==> config.mk <==
export PLATFORM = sky130hd
export DESIGN_NAME = ili9341_bus_rx_flat
export DESIGN_NICKNAME = d
export VERILOG_FILES = /design/src/rtl/ili9341_bus_rx_if.sv /design/src/rtl/ili9341_bus_rx.sv /design/src/flat_wrapper.sv
export SDC_FILE = /design/constraint.sdc
export NUM_CORES = 1
export LEC_CHECK = 0
export CAP_MARGIN = 5
export CORE_UTILIZATION = 30
export DETAILED_ROUTE_END_ITERATION = 10
export HOLD_SLACK_MARGIN = 0.1
export SLEW_MARGIN = 25
export SYNTH_ARGS = -nofsm -noshare
export SYNTH_HDL_FRONTEND = slang
export SYNTH_SLANG_ARGS = --single-unit
==> constraint.sdc <==
create_clock -name i_clk -period 4.7 [get_ports i_clk]
set_input_delay 0.705 -clock i_clk [delete_from_list [all_inputs] [get_ports i_clk]]
set_output_delay 0.705 -clock i_clk [all_outputs]
set_load 0.01 [all_outputs]
==> src/rtl/ili9341_bus_rx_if.sv <==
// 8080-style panel bus plus the decoded command/pixel results of the receiver.
// master = the bus driver / result consumer, slave = the panel-side receiver.
interface ili9341_bus_rx_if;
    logic        lcd_cs_n;
    logic        lcd_rs;
    logic        lcd_wr;
    logic [7:0]  lcd_data;
    logic        cmd_valid;
    logic [7:0]  cmd;
    logic        pix_valid;
    logic [8:0]  pix_x;
    logic [8:0]  pix_y;
    logic [15:0] pix_data;
    logic        frame_done;
    logic        lcd_fmark;

    modport master (
        output lcd_cs_n, lcd_rs, lcd_wr, lcd_data,
        input  cmd_valid, cmd, pix_valid, pix_x, pix_y, pix_data, frame_done, lcd_fmark
    );

    modport slave (
        input  lcd_cs_n, lcd_rs, lcd_wr, lcd_data,
        output cmd_valid, cmd, pix_valid, pix_x, pix_y, pix_data, frame_done, lcd_fmark
    );
endinterface

==> src/rtl/ili9341_bus_rx.sv <==
// ILI9341-style bus receiver: decodes commands, tracks the CASET/PASET window, assembles RGB565 pixels.
// Results are registered one cycle after the WR rising edge; the bus has no backpressure.
module ili9341_bus_rx #(
    parameter int         FRAME_CYCLES = 400000,
    parameter int         FMARK_LEN    = 16,
    parameter logic [8:0] DEF_EC       = 9'd319,
    parameter logic [8:0] DEF_EP       = 9'd239
) (
    input  logic              i_clk,
    input  logic              i_reset,
    ili9341_bus_rx_if.slave   bus
);
    localparam int CW = $clog2(FRAME_CYCLES);

    typedef enum logic [1:0] {S_IDLE, S_CASET, S_PASET, S_RAMWR} state_t;

    state_t      state_q, state_d;
    logic        wr_q, rs_q, cs_q;
    logic [7:0]  data_q;
    logic [8:0]  sc_q, sc_d, ec_q, ec_d, sp_q, sp_d, ep_q, ep_d;
    logic [8:0]  x_q, x_d, y_q, y_d;
    logic [8:0]  pstart_q, pstart_d;
    logic        pend_hi_q, pend_hi_d;
    logic [1:0]  pidx_q, pidx_d;
    logic        phase_q, phase_d;
    logic [7:0]  hi_q, hi_d;
    logic        cmd_valid_q, cmd_valid_d;
    logic [7:0]  cmd_q, cmd_d;
    logic        pix_valid_q, pix_valid_d;
    logic [8:0]  pix_x_q, pix_x_d, pix_y_q, pix_y_d;
    logic [15:0] pix_data_q, pix_data_d;
    logic        frame_done_q, frame_done_d;
    logic [CW-1:0] fm_cnt_q, fm_cnt_d;
    logic        fmark_q, fmark_d;

    logic ev, cmd_ev, dat_ev;

    // Byte is taken when the registered strobe was low and the live strobe is high.
    assign ev     = ~wr_q & bus.lcd_wr & ~cs_q;
    assign cmd_ev = ev & ~rs_q;
    assign dat_ev = ev & rs_q;

    always_ff @(posedge i_clk) begin
        if (i_reset) state_q <= S_IDLE;
        else         state_q <= state_d;
    end

    always_comb begin
        state_d = state_q;
        if (cmd_ev) begin
            case (data_q)
                8'h2A:        state_d = S_CASET;
                8'h2B:        state_d = S_PASET;
                8'h2C, 8'h3C: state_d = S_RAMWR;
                default:      state_d = S_IDLE;
            endcase
        end else if (dat_ev && pidx_q == 2'd3 && (state_q == S_CASET || state_q == S_PASET)) begin
            state_d = S_IDLE;
        end
    end

    always_comb begin
        sc_d = sc_q; ec_d = ec_q; sp_d = sp_q; ep_d = ep_q;
        x_d = x_q; y_d = y_q;
        pstart_d = pstart_q; pend_hi_d = pend_hi_q;
        pidx_d = pidx_q; phase_d = phase_q; hi_d = hi_q;
        cmd_valid_d = 1'b0; cmd_d = cmd_q;
        pix_valid_d = 1'b0; pix_x_d = pix_x_q; pix_y_d = pix_y_q; pix_data_d = pix_data_q;
        frame_done_d = 1'b0;
        fm_cnt_d = (fm_cnt_q == CW'(FRAME_CYCLES - 1)) ? '0 : fm_cnt_q + 1'b1;
        fmark_d  = (fm_cnt_q < CW'(FMARK_LEN));

        if (cmd_ev) begin
            cmd_valid_d = 1'b1;
            cmd_d       = data_q;
            pidx_d      = 2'd0;
            phase_d     = 1'b0;
            if (data_q == 8'h2C) begin
                x_d = sc_q;
                y_d = sp_q;
            end else if (data_q == 8'h01) begin
                sc_d = '0; ec_d = DEF_EC; sp_d = '0; ep_d = DEF_EP;
                x_d  = '0; y_d  = '0;
            end
        end else if (dat_ev) begin
            case (state_q)
                S_CASET, S_PASET: begin
                    pidx_d = pidx_q + 2'd1;
                    // Only bit 0 of each high byte survives the 9-bit truncation.
                    case (pidx_q)
                        2'd0: pstart_d[8]   = data_q[0];
                        2'd1: pstart_d[7:0] = data_q;
                        2'd2: pend_hi_d     = data_q[0];
                        default: begin
                            if (state_q == S_CASET) begin
                                sc_d = pstart_q;
                                ec_d = {pend_hi_q, data_q};
                            end else begin
                                sp_d = pstart_q;
                                ep_d = {pend_hi_q, data_q};
                            end
                        end
                    endcase
                end
                S_RAMWR: begin
                    if (!phase_q) begin
                        hi_d    = data_q;
                        phase_d = 1'b1;
                    end else begin
                        phase_d      = 1'b0;
                        pix_valid_d  = 1'b1;
                        pix_x_d      = x_q;
                        pix_y_d      = y_q;
                        pix_data_d   = {hi_q, data_q};
                        frame_done_d = (x_q >= ec_q) && (y_q >= ep_q);
                        if (x_q >= ec_q) begin
                            x_d = sc_q;
                            y_d = (y_q >= ep_q) ? sp_q : y_q + 9'd1;
                        end else begin
                            x_d = x_q + 9'd1;
                        end
                    end
                end
                default: ;
            endcase
        end
    end

    always_ff @(posedge i_clk) begin
        if (i_reset) begin
            wr_q <= 1'b1; rs_q <= 1'b0; cs_q <= 1'b1; data_q <= '0;
            sc_q <= '0; ec_q <= DEF_EC; sp_q <= '0; ep_q <= DEF_EP;
            x_q <= '0; y_q <= '0;
            pstart_q <= '0; pend_hi_q <= 1'b0;
            pidx_q <= '0; phase_q <= 1'b0; hi_q <= '0;
            cmd_valid_q <= 1'b0; cmd_q <= '0;
            pix_valid_q <= 1'b0; pix_x_q <= '0; pix_y_q <= '0; pix_data_q <= '0;
            frame_done_q <= 1'b0;
            fm_cnt_q <= '0; fmark_q <= 1'b0;
        end else begin
            wr_q <= bus.lcd_wr; rs_q <= bus.lcd_rs; cs_q <= bus.lcd_cs_n; data_q <= bus.lcd_data;
            sc_q <= sc_d; ec_q <= ec_d; sp_q <= sp_d; ep_q <= ep_d;
            x_q <= x_d; y_q <= y_d;
            pstart_q <= pstart_d; pend_hi_q <= pend_hi_d;
            pidx_q <= pidx_d; phase_q <= phase_d; hi_q <= hi_d;
            cmd_valid_q <= cmd_valid_d; cmd_q <= cmd_d;
            pix_valid_q <= pix_valid_d; pix_x_q <= pix_x_d; pix_y_q <= pix_y_d; pix_data_q <= pix_data_d;
            frame_done_q <= frame_done_d;
            fm_cnt_q <= fm_cnt_d; fmark_q <= fmark_d;
        end
    end

    assign bus.cmd_valid  = cmd_valid_q;
    assign bus.cmd        = cmd_q;
    assign bus.pix_valid  = pix_valid_q;
    assign bus.pix_x      = pix_x_q;
    assign bus.pix_y      = pix_y_q;
    assign bus.pix_data   = pix_data_q;
    assign bus.frame_done = frame_done_q;
    assign bus.lcd_fmark  = fmark_q;
endmodule

==> src/flat_wrapper.sv <==
// flat-port wrapper written by rule: the top's interface ports become plain ports
module ili9341_bus_rx_flat 
#(
    parameter int         FRAME_CYCLES = 400000,
    parameter int         FMARK_LEN    = 16,
    parameter logic [8:0] DEF_EC       = 9'd319,
    parameter logic [8:0] DEF_EP       = 9'd239
)
  (i_clk, i_reset, bus_lcd_cs_n, bus_lcd_rs, bus_lcd_wr, bus_lcd_data, bus_cmd_valid, bus_cmd, bus_pix_valid, bus_pix_x, bus_pix_y, bus_pix_data, bus_frame_done, bus_lcd_fmark);
  ili9341_bus_rx_if bus_i ();
  input  logic i_clk;
  input  logic i_reset;
  input wire logic [$bits(bus_i.lcd_cs_n)-1:0] bus_lcd_cs_n;
  input wire logic [$bits(bus_i.lcd_rs)-1:0] bus_lcd_rs;
  input wire logic [$bits(bus_i.lcd_wr)-1:0] bus_lcd_wr;
  input wire logic [$bits(bus_i.lcd_data)-1:0] bus_lcd_data;
  output wire logic [$bits(bus_i.cmd_valid)-1:0] bus_cmd_valid;
  output wire logic [$bits(bus_i.cmd)-1:0] bus_cmd;
  output wire logic [$bits(bus_i.pix_valid)-1:0] bus_pix_valid;
  output wire logic [$bits(bus_i.pix_x)-1:0] bus_pix_x;
  output wire logic [$bits(bus_i.pix_y)-1:0] bus_pix_y;
  output wire logic [$bits(bus_i.pix_data)-1:0] bus_pix_data;
  output wire logic [$bits(bus_i.frame_done)-1:0] bus_frame_done;
  output wire logic [$bits(bus_i.lcd_fmark)-1:0] bus_lcd_fmark;
  assign bus_i.lcd_cs_n = bus_lcd_cs_n;
  assign bus_i.lcd_rs = bus_lcd_rs;
  assign bus_i.lcd_wr = bus_lcd_wr;
  assign bus_i.lcd_data = bus_lcd_data;
  assign bus_cmd_valid = bus_i.cmd_valid;
  assign bus_cmd = bus_i.cmd;
  assign bus_pix_valid = bus_i.pix_valid;
  assign bus_pix_x = bus_i.pix_x;
  assign bus_pix_y = bus_i.pix_y;
  assign bus_pix_data = bus_i.pix_data;
  assign bus_frame_done = bus_i.frame_done;
  assign bus_lcd_fmark = bus_i.lcd_fmark;
  ili9341_bus_rx #(.FRAME_CYCLES(FRAME_CYCLES), .FMARK_LEN(FMARK_LEN), .DEF_EC(DEF_EC), .DEF_EP(DEF_EP)) u_core (.i_clk(i_clk), .i_reset(i_reset), .bus(bus_i));
endmodule
==> results of run 1 <==
## registers in the layout, summed over array words and instances, names as in the netlist, 2 cells and up
| name | cells |
|---|---|
| u_core.data_q | 8 |
| u_core.ep_q | 9 |
| u_core.fm_cnt_q | 19 |
| u_core.y_q | 9 |
| u_core.ec_q | 9 |
| u_core.sc_q | 9 |
| u_core.bus.pix_y | 9 |
| u_core.hi_q | 8 |
| u_core.pidx_q | 2 |
| u_core.sp_q | 9 |
| u_core.bus.pix_data | 16 |
| u_core.state_q | 2 |
| u_core.pstart_q | 9 |
| u_core.bus.cmd | 8 |
| u_core.bus.pix_x | 9 |
| u_core.x_q | 9 |
## layout make-up
class / instances / area, um^2
tap: 275 / 344.1
clock buffer: 17 / 425.4
clock inverter: 15 / 151.4
multi-input combinational: 554 / 3139
timing repair buffer: 66 / 650.6
inverter: 32 / 120.1
fill: 2215 / 13330
sequential: 153 / 3063
## logic make-up (layout without fill, tap and decap cells)
kind of cell | count (synthesis) | count (layout) | synth area share (%)
DFF | 153 | 153 | 46.73
xor gates and xnor gates | 21 | 21 | 2.806
and+or+nand+nor | 333 | 333 | 23.10
AOI/OAI and AO/OA | 162 | 162 | 15.16
buffers and inverters | 85 | 130 | 5.383
adders and majority gates | 27 | 27 | 5.154
muxes | 11 | 11 | 1.680
## power by group through the flow
stage | clock [uW] | sequential (uW) | combinational, uW
5_1_grt | 1410 | 1320 | 64.4
6_report | 1320 | 1320 | 59.0
3_5_place_dp | 0 | 1350 | 59.1
3_3_place_gp | 0 | 1350 | 59.6
2_1_floorplan | 0 | 1340 | 43.5
4_1_cts | 1360 | 1320 | 59.4
## per-stage QoR
| stage | hold WS (ns) | util [%] |
|---|---|---|
| global route | 0.4665 | 37.20 |
| detailed placement | 0.4466 | 34.48 |
| CTS | 0.4556 | 37.20 |
| finish | 0.4533 | 37.20 |
| global placement | 0.4405 | 34.48 |
| floorplan | 0.4315 | - |
## metal layers
| layer | wire, um | track usage, % | vias up |
|---|---|---|---|
| li1 | - | - | 2785 |
| met1 | 8150 | 20.78 | 2552 |
| met2 | 6914 | 22.71 | 120 |
| met3 | 696 | 3.445 | 20 |
| met4 | 303 | 6.263 | 0 |
| met5 | 0 | 0 | - |
## worst max-delay path: stages
cell and delay (ns):
clkdlybuf4s50_1 0.49, nor3b_2 0.44, and4_1 0.25, buf_4 0.37
a31o_2 0.29, o21ai_1 0.33, or2_0 0.45, o32ai_1 0.17
## layout by cell type (no fill, tap or decap), types with 12 or more instances in the layout
cell type,synthesis,routed
a211o_1,12,12
a21oi_1,94,94
clkbuf_16,0,17
clkdlybuf4s50_1,0,57
dfxtp_1,153,153
ha_1,27,27
inv_1,32,32
nand2_1,139,139
nand3_1,51,51
nor2_1,70,70
nor2b_1,14,14
nor3_1,17,17
o21ai_0,13,13
xor2_1,14,14
## path summary, 6_finish.rpt
kind	startpoint	to	cells past startpoint
worst max-delay path	bus_lcd_wr	u_core.y_q[6]$_SDFFE_PP0P_	8
worst min register to register	u_core.hi_q[2]$_SDFFE_PP0P_	u_core.bus.pix_data[10]$_SDFFE_PP0P_	2
worst max register to register	u_core.x_q[0]$_SDFFE_PP0P_	u_core.y_q[6]$_SDFFE_PP0P_	8
worst min-delay path	u_core.hi_q[2]$_SDFFE_PP0P_	u_core.bus.pix_data[10]$_SDFFE_PP0P_	2
==> flow_summary.toml, run 1 <==
[sta]
final.setup_skew_ns = 0.01509
hold_viol = 0
rsz0062_at_grt = "no"
tns_ns = 0
timing.slew.headroom_pct = 36.25
slew_viol_final = 0
finalCritPeriodShare_pct = 67.62
worstMarginPinSlew_ns = 0.9518
layout_setup_ws_ns = 1.522
final-setup-viol-count = 0
clock.fmax_mhz = 314.7
period_needed_ns = 3.178

[synth]
avgSynthCellArea_um2 = 8.277
yosysUniqueCellTypes = 52
synth_edf_count = 0
synthTopCellsByCount = "153 x dfxtp_1, 139 x nand2_1, 94 x a21oi_1"
yosys.area.top_type_share_pct = 46.73
synthCells = 792
synth_warnings = 0
seq_area_frac_synth_pct = 46.73
synth.most_common_cell = "dfxtp_1"
ys_ff_latch = 153
synth_ff_type = "dfxtp_1"
yosys.area.top_type = "dfxtp_1"
synth_area_leaders = "dfxtp_1 47%, nand2_1 8.0%, a21oi_1 7.2%"
mappedNetlistArea_um2 = 6555
synth_nets = 832
async_reset_ff_share_pct = 0

[setup_path]
r2r_setup_slack_ns = 1.84
critical_path_required_ns = 5.03
crit_type = "input port to flop"
worstSetupStartpointType = "input port"
cp_max_fo = 37
crit_path_end_kind = "flop"
cp_data_arrival_time_ns = 3.51

[grt]
grt_util_all_layers_pct = 15.15
grt_max_degree = 82
grt_pass1_wl_um = 26740
grt_antenna_before_repair = 0
grt_overflow = 0
grt_pass1_vias = 5167

[final_layout]
drive_gt1_share_pct = 6.093
final_cell_area_um2 = 7894
final_cells = 1112
layout.nets = 864
diodes = 0
syn_to_final_growth_pct = 20.42

[floorplan]
start_util_pct = 30.89
io_pins = 59
core_area_um2 = 21220
die_y_um = 149.8
dieArea_um2 = 22440
rows = 53
die_x_um = 149.8

[clock_tree]
clk_path_buf_depth = 2
ctsHoldBuffers = 0
cts.clk_slew.worst_paths_ns = 0.07
cts_tree = "built"
ctsHtreeMaxLevel = 4
cts.repair.resized = 0
cts_setup_buffers = 0
cts_root_buf = "clkbuf_16"
insertion_delay_ns = 0.43
numCtsBuffers = 17
clock_sinks = 153

[pwr]
power_uw = 2705
p_clk_share_pct = 49.0
pwr_density_cell_nw_per_um2 = 342.6
ir_drop_v = 0.0002642
switching_share_pct = 24.84
combPwrFrac_pct = 2.2
seqPwrFrac_pct = 48.8
power.internal_uw = 2033
power_leakage_uw = 0.002898
p_sw_uw = 671.9

[placement]
placed_area_um2 = 7317
io_buffers = 58
dp_hpwl_um = 10820
dp_slack_ns = 1.123
gp_congestion = 0.8075
placed_cells = 1080

[routing]
routed_wl_um = 16070
ant_nets = 0
wire_per_inst_um = 14.45
via_count = 5477
drc = 0
vias_per_cell = 4.925
drt_iter0_drc = 472
first_pass_iters = 5

[outcome]
outcome = "finished clean"

[flow_run]
maxCapViolCount = 0

[min_path]
hold_path_class = "flop to flop"
(Power assumes the default switching activity.)
==> run 2: changes to the inputs <==
- clock period: 4.7 -> 2.85 ns (I/O delays scaled with it)
==> flow_summary.toml, run 2 (same netlist as run 1, synthesis figures left out) <==
[outcome]
outcome = "finished clean"

[grt]
grt_pass1_vias = 5165
grt_overflow = 0
grt_max_degree = 62
grt_pass1_wl_um = 27300
grt_antenna_before_repair = 0
grt_util_all_layers_pct = 15.53

[final_layout]
diodes = 0
drive_gt1_share_pct = 8.488
largest_reg_flops = 19
layout_commonest_cell = "dfxtp_1"
syn_to_final_growth_pct = 22.87
regMostFlops = "u_core.fm_cnt_q"
final_cell_area_um2 = 8054
most-common-layout-cells = "153 x dfxtp_1, 139 x nand2_1, 94 x a21oi_1"
final_cells = 1135
layout.nets = 888

[placement]
placed_cells = 1104
dp_slack_ns = 0.1326
dp_hpwl_um = 11450
gp_congestion = 0.7876
io_buffers = 58
placed_area_um2 = 7485

[pwr]
pwr_density_cell_nw_per_um2 = 556.6
ir_drop_v = 0.0003679
power_leakage_uw = 0.003007

[min_path]
min_to = "u_core.ec_q[7]$_SDFFE_PP0P_"
hold_path_class = "flop to flop"
min_from = "u_core.ec_q[7]$_SDFFE_PP0P_"
hold_depth = 2

[sta]
timing.slew.headroom_pct = 52.68
finalCritPeriodShare_pct = 93.08
final.setup_skew_ns = 0.01178
final-setup-viol-count = 0
hold_viol = 0
worstMarginPinSlew_ns = 0.7038
rsz0062_at_grt = "no"
hold_slack_ns = 0.4509
clock.fmax_mhz = 377.0
slew_viol_final = 0
tns_ns = 0
period_needed_ns = 2.653
layout_setup_ws_ns = 0.1971

[setup_path]
critical_path_required_ns = 3.17
cp_max_fo = 9
crit_path_end_kind = "flop"
worst-path-buf-inv = 1
r2r_setup_slack_ns = 0.20
crit_type = "flop to flop"
cpLargestDelayFamily = "compound AO/OA/AOI/OAI gates"
cp_data_arrival_time_ns = 2.97
slowest_delay_ns = 0.63
reg2reg_depth = 8
worstPathCellList = "inv_1 > ha_1 > nand2b_1 > a21oi_1 > o31ai_1 > o31a_1 > a221oi_1 > a211oi_1"
cp_slowest_cell = "o31ai_1"
reg2reg_from = "u_core.y_q[0]$_SDFFE_PP0P_"
reg2reg_to = "u_core.y_q[0]$_SDFFE_PP0P_"
worstSetupStartpointType = "flop"

[routing]
ant_nets = 0
drt_iter0_drc = 416
via_count = 5532
routed_wl_um = 16670
first_pass_iters = 5
vias_per_cell = 4.874
drc = 0
wire_per_inst_um = 14.69

[floorplan]
core_area_um2 = 21220
die_x_um = 149.8
die_y_um = 149.8
rows = 53
start_util_pct = 30.89
io_pins = 59
dieArea_um2 = 22440

[clock_tree]
cts_root_buf = "clkbuf_16"
ctsHoldBuffers = 0
cts_setup_buffers = 0
cts.clk_slew.worst_paths_ns = 0.06
insertion_delay_ns = 0.42
ctsHtreeMaxLevel = 4
clk_path_buf_depth = 2
numCtsBuffers = 17
cts.repair.resized = 0
cts_tree = "built"
clock_sinks = 153

[flow_run]
maxCapViolCount = 0
run 2: how the worst max path moves through the flow:
stage	slack (ns)	depth (start not counted)	endpoint	from
finish	0.20	8	u_core.y_q[0]$_SDFFE_PP0P_	u_core.y_q[0]$_SDFFE_PP0P_
global route	0.06	8	u_core.y_q[0]$_SDFFE_PP0P_	u_core.y_q[0]$_SDFFE_PP0P_
CTS	0.23	8	u_core.y_q[0]$_SDFFE_PP0P_	u_core.y_q[0]$_SDFFE_PP0P_
detailed placement	0.13	8	u_core.sc_q[8]$_SDFFE_PP0P_	bus_lcd_wr
global placement	0.15	8	u_core.y_q[0]$_SDFFE_PP0P_	u_core.y_q[0]$_SDFFE_PP0P_
floorplan	0.69	9	u_core.y_q[3]$_SDFFE_PP0P_	u_core.y_q[0]$_SDFFE_PP0P_
run 2: layout make-up:
class / instances / area, um^2
clock buffers: 20 / 456.7
flip-flops and latches: 153 / 3063
clock inverters: 11 / 112.6
multi-input cells: 554 / 3139
well taps: 275 / 344.1
repair buffers: 90 / 818.3
fillers: 2205 / 13170
inverters: 32 / 120.1
run 2: worst reg2reg max path, cell delays in order, from the launching register on:
cell and delay, ns:
dfxtp_1 0.40, inv_1 0.11, ha_1 0.28, nand2b_1 0.09, a21oi_1 0.10, o31ai_1 0.63, o31a_1 0.50, a221oi_1 0.16
a211oi_1 0.29
run 2: layer usage:
layer  up-vias  global-route usage, %  wire length, um  part of all wire (%)
li1       2824                      -                -                     -
met1      2565                  21.88             8361                    50
met2       128                  23.50             7249                    43
met3        15                  3.567              840                   5.0
met4         0                  4.394              216                   1.3
met5         -                      0                0                     0
run 2: metrics by stage:
step / util, % / total power (uW)
floorplan: - / 2279
global placement: 35.27 / 2334
detailed placement: 35.27 / 2334
CTS: 37.95 / 4517
global route: 37.95 / 4623
finish: 37.95 / 4483
run 2: where the power goes:
part | switching [uW] | internal, uW
combinational | 79.4 | 44.5
clock | 939 | 1260
sequential | 9.66 | 2150
total | 1030 | 3450
